## config.mk

```make
export PLATFORM = sky130hd
export DESIGN_NAME = comm_uart_fifo
export DESIGN_NICKNAME = d
export VERILOG_FILES = /design/src/rtl/comm_uart_fifo.sv
export SDC_FILE = /design/constraint.sdc
export NUM_CORES = 1
export LEC_CHECK = 0
export BUFFER_PORTS_ARGS = -buffer_cell sky130_fd_sc_hd__buf_2
export CORE_MARGIN = 2
export CORE_UTILIZATION = 65
export CTS_BUF_LIST = sky130_fd_sc_hd__clkbuf_8 sky130_fd_sc_hd__clkbuf_16
export CTS_CLUSTER_DIAMETER = 50
export DETAILED_ROUTE_END_ITERATION = 7
export GPL_ROUTABILITY_DRIVEN = 0
export PLACE_DENSITY = 0.84
export SLEW_MARGIN = 0
export SYNTH_ARGS = -nofsm -noshare
export SYNTH_HDL_FRONTEND = slang
export SYNTH_SLANG_ARGS = --single-unit
```

## constraint.sdc

```tcl
create_clock -name clk -period 3.6 [get_ports clk]
set_input_delay 0.36 -clock clk [delete_from_list [all_inputs] [get_ports clk]]
set_output_delay 0.36 -clock clk [all_outputs]
set_load 0.1 [all_outputs]
```

## src/rtl/comm_uart_fifo.sv

```systemverilog
// Full-duplex UART with TX and RX FIFOs and valid/ready host handshakes.
// Frame: start, DATA_W data bits LSB first, optional parity, STOP_BITS stop bits.
module comm_uart_fifo #(
    parameter int DATA_W       = 8,
    parameter int CLKS_PER_BIT = 16,
    parameter int FIFO_DEPTH   = 4,
    parameter int PARITY       = 0,
    parameter int STOP_BITS    = 1
) (
    input  logic              clk,
    input  logic              reset_n,
    input  logic [DATA_W-1:0] tx_data,
    input  logic              tx_valid,
    output logic              tx_ready,
    output logic [DATA_W-1:0] rx_data,
    output logic              rx_valid,
    input  logic              rx_ready,
    input  logic              UART_RX,
    output logic              UART_TX,
    output logic              busy_uart,
    output logic              new_uart,
    output logic              err_parity,
    output logic              err_frame,
    output logic              rx_overrun
);

    localparam int AW    = $clog2(FIFO_DEPTH);
    localparam int CNT_W = $clog2(CLKS_PER_BIT);
    localparam int BIT_W = $clog2(DATA_W);
    localparam logic [CNT_W-1:0] CNT_LAST  = CNT_W'(CLKS_PER_BIT - 1);
    localparam logic [CNT_W-1:0] CNT_HALF  = CNT_W'(CLKS_PER_BIT / 2 - 1);
    localparam logic [BIT_W-1:0] BIT_LAST  = BIT_W'(DATA_W - 1);
    localparam logic [BIT_W-1:0] STOP_LAST = BIT_W'(STOP_BITS - 1);
    localparam logic             PAR_ODD   = (PARITY == 2);

    typedef enum logic [2:0] {S_IDLE, S_START, S_DATA, S_PAR, S_STOP} uart_state_t;

    // TX FIFO: one extra pointer bit separates full from empty
    logic [DATA_W-1:0] tx_mem [FIFO_DEPTH];
    logic [AW:0]       tx_wr, tx_rd;
    logic              tx_empty, tx_full, tx_push, tx_pop;

    assign tx_empty = (tx_wr == tx_rd);
    assign tx_full  = (tx_wr[AW] != tx_rd[AW]) && (tx_wr[AW-1:0] == tx_rd[AW-1:0]);
    assign tx_ready = !tx_full;
    assign tx_push  = tx_valid && !tx_full;

    always_ff @(posedge clk) begin
        if (!reset_n) begin
            tx_wr <= '0;
            tx_rd <= '0;
        end else begin
            if (tx_push) tx_wr <= tx_wr + 1'b1;
            if (tx_pop)  tx_rd <= tx_rd + 1'b1;
        end
    end

    always_ff @(posedge clk) begin
        if (tx_push) tx_mem[tx_wr[AW-1:0]] <= tx_data;
    end

    uart_state_t       tx_state_q, tx_state_d;
    logic [CNT_W-1:0]  tx_cnt_q, tx_cnt_d;
    logic [BIT_W-1:0]  tx_bit_q, tx_bit_d;
    logic [DATA_W-1:0] tx_shift_q, tx_shift_d, tx_head;
    logic              tx_par_q, tx_par_d, tx_line_q, tx_line_d, tx_load;

    assign tx_head = tx_mem[tx_rd[AW-1:0]];

    always_ff @(posedge clk) begin
        if (!reset_n) begin
            tx_state_q <= S_IDLE;
            tx_cnt_q   <= '0;
            tx_bit_q   <= '0;
            tx_shift_q <= '0;
            tx_par_q   <= 1'b0;
            tx_line_q  <= 1'b1;
        end else begin
            tx_state_q <= tx_state_d;
            tx_cnt_q   <= tx_cnt_d;
            tx_bit_q   <= tx_bit_d;
            tx_shift_q <= tx_shift_d;
            tx_par_q   <= tx_par_d;
            tx_line_q  <= tx_line_d;
        end
    end

    // The line value is computed one cycle ahead so UART_TX comes straight from a flop
    always_comb begin
        tx_state_d = tx_state_q;
        tx_cnt_d   = tx_cnt_q + 1'b1;
        tx_bit_d   = tx_bit_q;
        tx_shift_d = tx_shift_q;
        tx_par_d   = tx_par_q;
        tx_line_d  = tx_line_q;
        tx_load    = 1'b0;
        tx_pop     = 1'b0;
        case (tx_state_q)
            S_IDLE: begin
                tx_cnt_d  = '0;
                tx_line_d = 1'b1;
                tx_load   = !tx_empty;
            end
            S_START: if (tx_cnt_q == CNT_LAST) begin
                tx_state_d = S_DATA;
                tx_cnt_d   = '0;
                tx_bit_d   = '0;
                tx_line_d  = tx_shift_q[0];
            end
            S_DATA: if (tx_cnt_q == CNT_LAST) begin
                tx_cnt_d = '0;
                if (tx_bit_q == BIT_LAST) begin
                    tx_bit_d = '0;
                    if (PARITY != 0) begin
                        tx_state_d = S_PAR;
                        tx_line_d  = tx_par_q;
                    end else begin
                        tx_state_d = S_STOP;
                        tx_line_d  = 1'b1;
                    end
                end else begin
                    tx_bit_d   = tx_bit_q + 1'b1;
                    tx_shift_d = tx_shift_q >> 1;
                    tx_line_d  = tx_shift_q[1];
                end
            end
            S_PAR: if (tx_cnt_q == CNT_LAST) begin
                tx_state_d = S_STOP;
                tx_cnt_d   = '0;
                tx_bit_d   = '0;
                tx_line_d  = 1'b1;
            end
            S_STOP: if (tx_cnt_q == CNT_LAST) begin
                tx_cnt_d = '0;
                if (tx_bit_q == STOP_LAST) begin
                    tx_state_d = S_IDLE;
                    tx_line_d  = 1'b1;
                    tx_load    = !tx_empty;
                end else begin
                    tx_bit_d = tx_bit_q + 1'b1;
                end
            end
            default: begin
                tx_state_d = S_IDLE;
                tx_line_d  = 1'b1;
            end
        endcase
        if (tx_load) begin
            tx_pop     = 1'b1;
            tx_state_d = S_START;
            tx_cnt_d   = '0;
            tx_shift_d = tx_head;
            tx_par_d   = (^tx_head) ^ PAR_ODD;
            tx_line_d  = 1'b0;
        end
    end

    assign UART_TX   = tx_line_q;
    assign busy_uart = (tx_state_q != S_IDLE) || !tx_empty;

    // RX synchroniser; the third flop only feeds the falling-edge detect
    logic rx_s1, rx_s2, rx_s3, rx_fall;

    always_ff @(posedge clk) begin
        if (!reset_n) begin
            rx_s1 <= 1'b1;
            rx_s2 <= 1'b1;
            rx_s3 <= 1'b1;
        end else begin
            rx_s1 <= UART_RX;
            rx_s2 <= rx_s1;
            rx_s3 <= rx_s2;
        end
    end

    assign rx_fall = rx_s3 && !rx_s2;

    uart_state_t       rx_state_q, rx_state_d;
    logic [CNT_W-1:0]  rx_cnt_q, rx_cnt_d;
    logic [BIT_W-1:0]  rx_bit_q, rx_bit_d;
    logic [DATA_W-1:0] rx_shift_q, rx_shift_d;
    logic              rx_par_q, rx_par_d, frame_end;

    always_ff @(posedge clk) begin
        if (!reset_n) begin
            rx_state_q <= S_IDLE;
            rx_cnt_q   <= '0;
            rx_bit_q   <= '0;
            rx_shift_q <= '0;
            rx_par_q   <= 1'b0;
        end else begin
            rx_state_q <= rx_state_d;
            rx_cnt_q   <= rx_cnt_d;
            rx_bit_q   <= rx_bit_d;
            rx_shift_q <= rx_shift_d;
            rx_par_q   <= rx_par_d;
        end
    end

    // Only the first stop bit is sampled; returning to IDLE there allows early resync
    always_comb begin
        rx_state_d = rx_state_q;
        rx_cnt_d   = rx_cnt_q + 1'b1;
        rx_bit_d   = rx_bit_q;
        rx_shift_d = rx_shift_q;
        rx_par_d   = rx_par_q;
        frame_end  = 1'b0;
        case (rx_state_q)
            S_IDLE: begin
                rx_cnt_d = '0;
                if (rx_fall) rx_state_d = S_START;
            end
            S_START: if (rx_cnt_q == CNT_HALF) begin
                rx_cnt_d   = '0;
                rx_bit_d   = '0;
                rx_state_d = rx_s2 ? S_IDLE : S_DATA;
            end
            S_DATA: if (rx_cnt_q == CNT_LAST) begin
                rx_cnt_d   = '0;
                rx_shift_d = {rx_s2, rx_shift_q[DATA_W-1:1]};
                if (rx_bit_q == BIT_LAST) rx_state_d = (PARITY != 0) ? S_PAR : S_STOP;
                else                      rx_bit_d   = rx_bit_q + 1'b1;
            end
            S_PAR: if (rx_cnt_q == CNT_LAST) begin
                rx_cnt_d   = '0;
                rx_par_d   = rx_s2;
                rx_state_d = S_STOP;
            end
            S_STOP: if (rx_cnt_q == CNT_LAST) begin
                rx_cnt_d   = '0;
                rx_state_d = S_IDLE;
                frame_end  = 1'b1;
            end
            default: rx_state_d = S_IDLE;
        endcase
    end

    // RX FIFO and frame-end resolution
    logic [DATA_W-1:0] rx_mem [FIFO_DEPTH];
    logic [AW:0]       rx_wr, rx_rd;
    logic              rx_empty, rx_full, rx_pop, rx_push;
    logic              par_bad, stop_bad, frame_good, overrun_d;

    assign rx_empty   = (rx_wr == rx_rd);
    assign rx_full    = (rx_wr[AW] != rx_rd[AW]) && (rx_wr[AW-1:0] == rx_rd[AW-1:0]);
    assign rx_valid   = !rx_empty;
    assign rx_data    = rx_empty ? '0 : rx_mem[rx_rd[AW-1:0]];
    assign rx_pop     = rx_valid && rx_ready;
    assign par_bad    = (PARITY != 0) && (((^rx_shift_q) ^ rx_par_q) != PAR_ODD);
    assign stop_bad   = !rx_s2;
    assign frame_good = frame_end && !par_bad && !stop_bad;
    assign rx_push    = frame_good && (!rx_full || rx_pop);
    assign overrun_d  = frame_good && rx_full && !rx_pop;

    always_ff @(posedge clk) begin
        if (!reset_n) begin
            rx_wr      <= '0;
            rx_rd      <= '0;
            new_uart   <= 1'b0;
            err_parity <= 1'b0;
            err_frame  <= 1'b0;
            rx_overrun <= 1'b0;
        end else begin
            if (rx_push) rx_wr <= rx_wr + 1'b1;
            if (rx_pop)  rx_rd <= rx_rd + 1'b1;
            new_uart   <= rx_push;
            err_parity <= frame_end && par_bad;
            err_frame  <= frame_end && !par_bad && stop_bad;
            rx_overrun <= overrun_d;
        end
    end

    always_ff @(posedge clk) begin
        if (rx_push) rx_mem[rx_wr[AW-1:0]] <= rx_shift_q;
    end

endmodule

```

After elaboration in Yosys (flattened, before gate mapping). Memories as Yosys holds them, arrays and structs flattened. A register that Yosys moved wholly into a read port is not among the register bits. Index checks and enable logic that the tools add are counted.

Register bits after elaboration: 55. Latch bits: 0. Memory bits (writable): 64. ROM bits: 0. Input port bits: 13. Output and inout port bits: 16. Logic and storage cells: 170. Memories kept: 2.

Add/sub/neg operators: 8. Multipliers: 0. Divide/modulo/power cells: 0. $lt $le $gt $ge: 0. Equal/unequal tests: 42. Shifts and indexed selects: 0. Multiplexer cells: 58. Bitwise gates (word level): 2. Reductions and logical operators: 38.

Memory list: rx_mem (depth 4, width 8, rd ports 1, clocked after memory_dff 1, wr ports 1, line 239) `logic [DATA_W-1:0] rx_mem [FIFO_DEPTH];`; tx_mem (depth 4, width 8, rd ports 1, clocked after memory_dff 1, wr ports 1, line 39) `logic [DATA_W-1:0] tx_mem [FIFO_DEPTH];`.

Operator list (number): two-way mux 3 bit (20); two-way mux 8 bit (5); != test 2 bit (second input constant) (16); case mux 3 bit (5 select lines) (2); adder 3 x 1 -> 3 bit (second input constant) (6); != test 3 bit (second input constant) (6); two-way mux 1 bit (17); AND reduction 7 bit (2); == test 3 x 2 -> 1 bit (second input constant) (4); == test 3 bit (second input constant) (4); two-way mux 4 bit (3); case mux 4 bit (3 select lines) (1); logical AND 1 bit (10); two-way mux 2 bit (5); AND reduction 5 bit (2); zero test 3 bit (3); case mux 3 bit (3 select lines) (1); adder 4 x 1 -> 4 bit (second input constant) (2); == test 4 bit (second input constant) (2); case mux 4 bit (2 select lines) (1); == test 3 x 1 -> 1 bit (second input constant) (2); == test 3 bit (2); zero test 1 bit (6); case mux 3 bit (2 select lines) (1); other kinds (17) (25).

Logic depth before layout (Yosys ltp).
Depth in word-level cells: 8. Depth in mapped cells: 8. Depth with buffers taken out: 7.

Worst setup path after synthesis. No wires, ideal clock.

Path type: reg2out. Start point: reg rx_rd[2]. End point: out rx_data[0]. Arrival: 2.472 ns. Required time: 3.240 ns. Slack: 0.768 ns. Cell stages (with the launch flop): 5. Buffers on the path: 1. Cell sequence: dfxtp_1 xor2_1 nand3b_1 clkbuf_1 and2_1.

Word-level cells in the longest chain between the ends: 2.

Ends and longest elaborated chain: start, declared (line 240) `logic [AW:0] rx_wr, rx_rd;`; start signal, assigned (line 265) `if (rx_pop) rx_rd <= rx_rd + 1'b1;`; == test 3 bit (line 244) `assign rx_empty = (rx_wr == rx_rd);`; two-way mux 8 bit (line 247) `assign rx_data = rx_empty ? '0 : rx_mem[rx_rd[AW-1:0]];`; end, declared (line 15) `output logic [DATA_W-1:0] rx_data,`.

Every way passes these cells.

==> impl.org <==
** Layout
- Number of inserted diodes :: 0
- Fraction of final layout cells sized beyond drive strength 1 :: 0.192
- Area of all placed cells without fillers :: between 0.005 and 0.006 mm^2
- For this run, the post-layout net count is 449.
- The area growth from synthesis to layout is 14.5%.

** Critical path
- Endpoint type of the worst setup path :: output pin
- The setup check on the worst reg-to-reg path leaves a slack of around 1.2 ns.
- Among all stages on the critical path, the largest delay is contributed by sky130_fd_sc_hd__dfxtp_1.
- For the worst setup path, the data required time is 3.24 ns.
- Along the worst path, the maximum fanout reaches 8.
- For the worst setup path, the data arrival time is ~2.2 ns.
- Depth of the most critical reg-to-reg path :: 6
- Type of the setup path with the least slack :: flop to output pin
- Reg-to-reg startpoint :: tx_cnt_q[0]$_SDFF_PP0_
- The worst register-to-register path ends at tx_rd[2]$_SDFFE_PN0P_.
- STA classifies the critical path startpoint as a flop.
- The largest single stage delay on the critical path is 0.66 ns.
- Cell breakdown of the critical path :: mux4_2 > and2_1 > buf_2

** Timing
- Smallest hold slack :: between 0.02 and 0.03 ns
- FMAX :: roughly 0.39 GHz
- The smallest clock period supported by the final layout is computed as 2.59 ns.
- Between clock sinks in the finished design, the worst skew comes to just over 0.008 ns.
- The final-report max-slew violation count came to 0.
- The hold violation total from the final report is 0.
- Measured slew at the worst slew-check pin :: between 1 and 1.5 ns
- The worst pin sits at a relative slew slack of 0.268.
- Setup TNS :: 0 ns
- Post-route fraction of the period consumed by the critical path :: 0.719
- Setup WS post-layout :: just over 1 ns
- Setup repair after global routing left no endpoint under its margin.
- Setup-failing EPs final :: 0

** Clocking
- The longest clock path from root to sink contains 2 buffers.
- CTS built an H-tree with a depth of 4.
- Number of hold buffers added after CTS :: 0
- The number of clock buffers added by TritonCTS is 17.
- After clock tree synthesis, the clock-pin slew on the worst setup and hold paths is 0.06 ns.
- TritonCTS built the clock tree.
- At the later pin of the worst-skew pair, clock insertion delay measures roughly 0.52 ns.
- # clock sinks :: about 120
- Root cell of the clock tree :: sky130_fd_sc_hd__clkbuf_8
- Post-CTS repair changed the size of 0 cells.
- Number of setup buffers added after CTS :: 0

** Drt
- DRC violation count after routing :: 0
- After detailed routing, the average wire length per cell comes to 16.8 um.
- Antenna viol nets, final :: 0
- In the routed layout, each cell is associated on average with a via count of ~5.7.
- The routed layout has ~3000 vias.
- DRT Pass-1 Iters :: 4
- The routed design has slightly below 9000 um of wire.
- In this run, the number of DRC markers left after iteration 0 of detailed routing was 173.

** Pwr
- Power Density :: between 600 and 700 mW/mm^2
- Largest voltage drop on the vdd net :: roughly 0.53 mV
- Leakage power total :: between 0.002 and 0.0025 uW

** Synth
- Mean post-synth cell area :: between 10 and 15 um^2
- Ranking of synthesized cells by instance count :: sky130_fd_sc_hd__edfxtp_1, sky130_fd_sc_hd__dfxtp_1, sky130_fd_sc_hd__nor2_1
- Synthesized instance count :: a little under 400
- Of the post-synthesis cell area, the dominant cell type holds 0.379.
- Post-synthesis cell area :: between 0.005 and 0.006 mm^2
- Main flop type after synthesis :: sky130_fd_sc_hd__edfxtp_1
- Counting every net in the synthesized netlist gives 421.
- Post-synthesis cell type count :: between 40 and 50
- For this run, the register share of the synthesized area comes to 0.612.
- In the post-synthesis netlist, the cell with the most instances is sky130_fd_sc_hd__edfxtp_1.
- Of all cell types, the one taking the most synthesized area is sky130_fd_sc_hd__edfxtp_1.
- In the synthesized netlist the async set-or-reset flop fraction comes to 0.
- Synthesis inferred 123 register bits.
- Synthesis Warnings :: 0
- The synthesized design contains 64 enable-type register cells.
- Synth top area cells :: sky130_fd_sc_hd__edfxtp_1, sky130_fd_sc_hd__dfxtp_1, sky130_fd_sc_hd__mux4_2

** Die
- From left edge to right edge, the die measures 92.4 um.
- In this run the core area contains 32 standard-cell rows.
- The initial utilization of the core area, before any placement, comes to 0.663.
- Placeable core region :: ~0.0076 mm^2
- Measured along the y axis, the die boundary spans just over 90 um.
- Pin placement for this block handled 29 I/O pins.
- The floorplan step defined a die boundary enclosing roughly 0.0085 mm^2.

** Worst hold path
- The startpoint identified for the worst hold timing path is UART_RX.
- Min-Delay Path Depth :: 2
- The worst hold path belongs to the class input port to flop.
- Min-Delay Endpoint :: rx_s1$_SDFF_PN1_

** Place
- The placed instances occupy a cell area of approximately 0.0053 mm^2.
- Quantity of I/O buffers inserted on ports :: 27
- At the placement stage, the worst setup path has a slack of 1.28 ns.
- Once detailed placement completed, the half-perimeter wirelength came to about 5500 um.

** Global routing
- Via count of the first global-routing pass :: ~3000
- After global routing the overflow that remains totals 0.
- The number of antenna violations at the first check in global routing came to 0.
- Overall fraction of global-route tracks in use :: 0.233
- Entering global routing, the biggest net connects 35 pins.
- The first global-routing pass estimated about 15000 um of wire.

** Run
- Maxcap violations :: 0

** Status
- Status :: finished clean
==> metal layers <==
metal / track usage / up-vias / part of all wire
met5: 0 / - / 0
met4: 0.0908 / 0 / 0.017
met3: 0.0643 / 19 / 0.037
met2: 0.410 / 61 / 0.53
met1: 0.272 / 1472 / 0.41
li1: - / 1478 / -
==> worst max-delay path by stage <==
stage,cells past startpoint,startpoint,slack (ns),endpoint
detailed placement,6,tx_cnt_q[0]$_SDFF_PP0_,1.28,tx_rd[2]$_SDFFE_PN0P_
finish,3,flop,1.01,rx_data[6]
CTS,3,flop,0.94,rx_data[6]
global route,3,flop,0.88,rx_data[7]
global placement,6,tx_cnt_q[0]$_SDFF_PP0_,1.39,tx_rd[2]$_SDFFE_PN0P_
floorplan,4,rx_rd[2]$_SDFFE_PN0P_,0.77,rx_data[0]
==> kinds of logic after synthesis <==
kind of cell,Yosys count,share of synthesized area
adder cells (fa/ha/maj),18,0.0439
multiplexers,36,0.111
buffers and inverters,31,0.0264
flip-flops,123,0.612
AND/OR/NAND/NOR,124,0.124
other,1,0.000739
AO/OA/AOI/OAI,42,0.0555
XOR/XNOR,16,0.0276
==> registers in the layout, indices dropped and copies added (netlist names), 3 cells and up, named ones only <==
name	flops
rx_mem	32
tx_mem	32
rx_shift_q	8
tx_shift_q	8
rx_cnt_q	4
tx_cnt_q	4
rx_bit_q	3
rx_rd	3
rx_state_q	3
rx_wr	3
tx_bit_q	3
tx_rd	3
tx_state_q	3
tx_wr	3
==> power by group <==
part	total, uW	switching [uW]	internal (uW)
logic	511	326	185
registers	1660	87.6	1570
clock network	1570	641	925
total	3730	1050	2680
==> worst max-delay path: cells and delay by family, from the launching register on <==
family | cells | cell delay, ns
flip-flops | 1 | 0.66
multiplexers | 1 | 0.59
buffers and inverters | 1 | 0.29
AND/OR/NAND/NOR | 1 | 0.17
==> final cells by class <==
class                           instances  area (um^2)
Sequential cell                       123         3100
Multi-Input combinational cell        237         1840
Tap cell                              102          128
Timing Repair Buffer                   28          143
Clock buffer                           17          414
Clock inverter                         15          140
Fill cell                             456         1840
Inverter                               12         45.0
==> per-stage QoR <==
stage	util	cells	power, uW
floorplan	-	391	2100
global placement	0.687	502	2160
detailed placement	0.687	502	2180
CTS	0.760	534	3750
global route	0.760	534	3880
finish	0.760	534	3730
==> layout by cell type (no fill, tap or decap), types with 9 or more instances in the layout <==
cell	synthesis	layout
sky130_fd_sc_hd__edfxtp_1	64	64
sky130_fd_sc_hd__a211oi_1	9	9
sky130_fd_sc_hd__nand3_1	11	11
sky130_fd_sc_hd__buf_2	8	27
sky130_fd_sc_hd__inv_1	12	12
sky130_fd_sc_hd__and2_1	17	17
sky130_fd_sc_hd__nand2_1	10	10
sky130_fd_sc_hd__clkbuf_16	0	16
sky130_fd_sc_hd__dfxtp_1	59	59
sky130_fd_sc_hd__nor2_1	51	51
sky130_fd_sc_hd__mux4_2	16	16
sky130_fd_sc_hd__xnor2_1	9	9
sky130_fd_sc_hd__a21oi_1	12	12
sky130_fd_sc_hd__ha_1	17	17
sky130_fd_sc_hd__mux2i_1	19	19
Note: power is estimated with default switching activity, not from simulation.
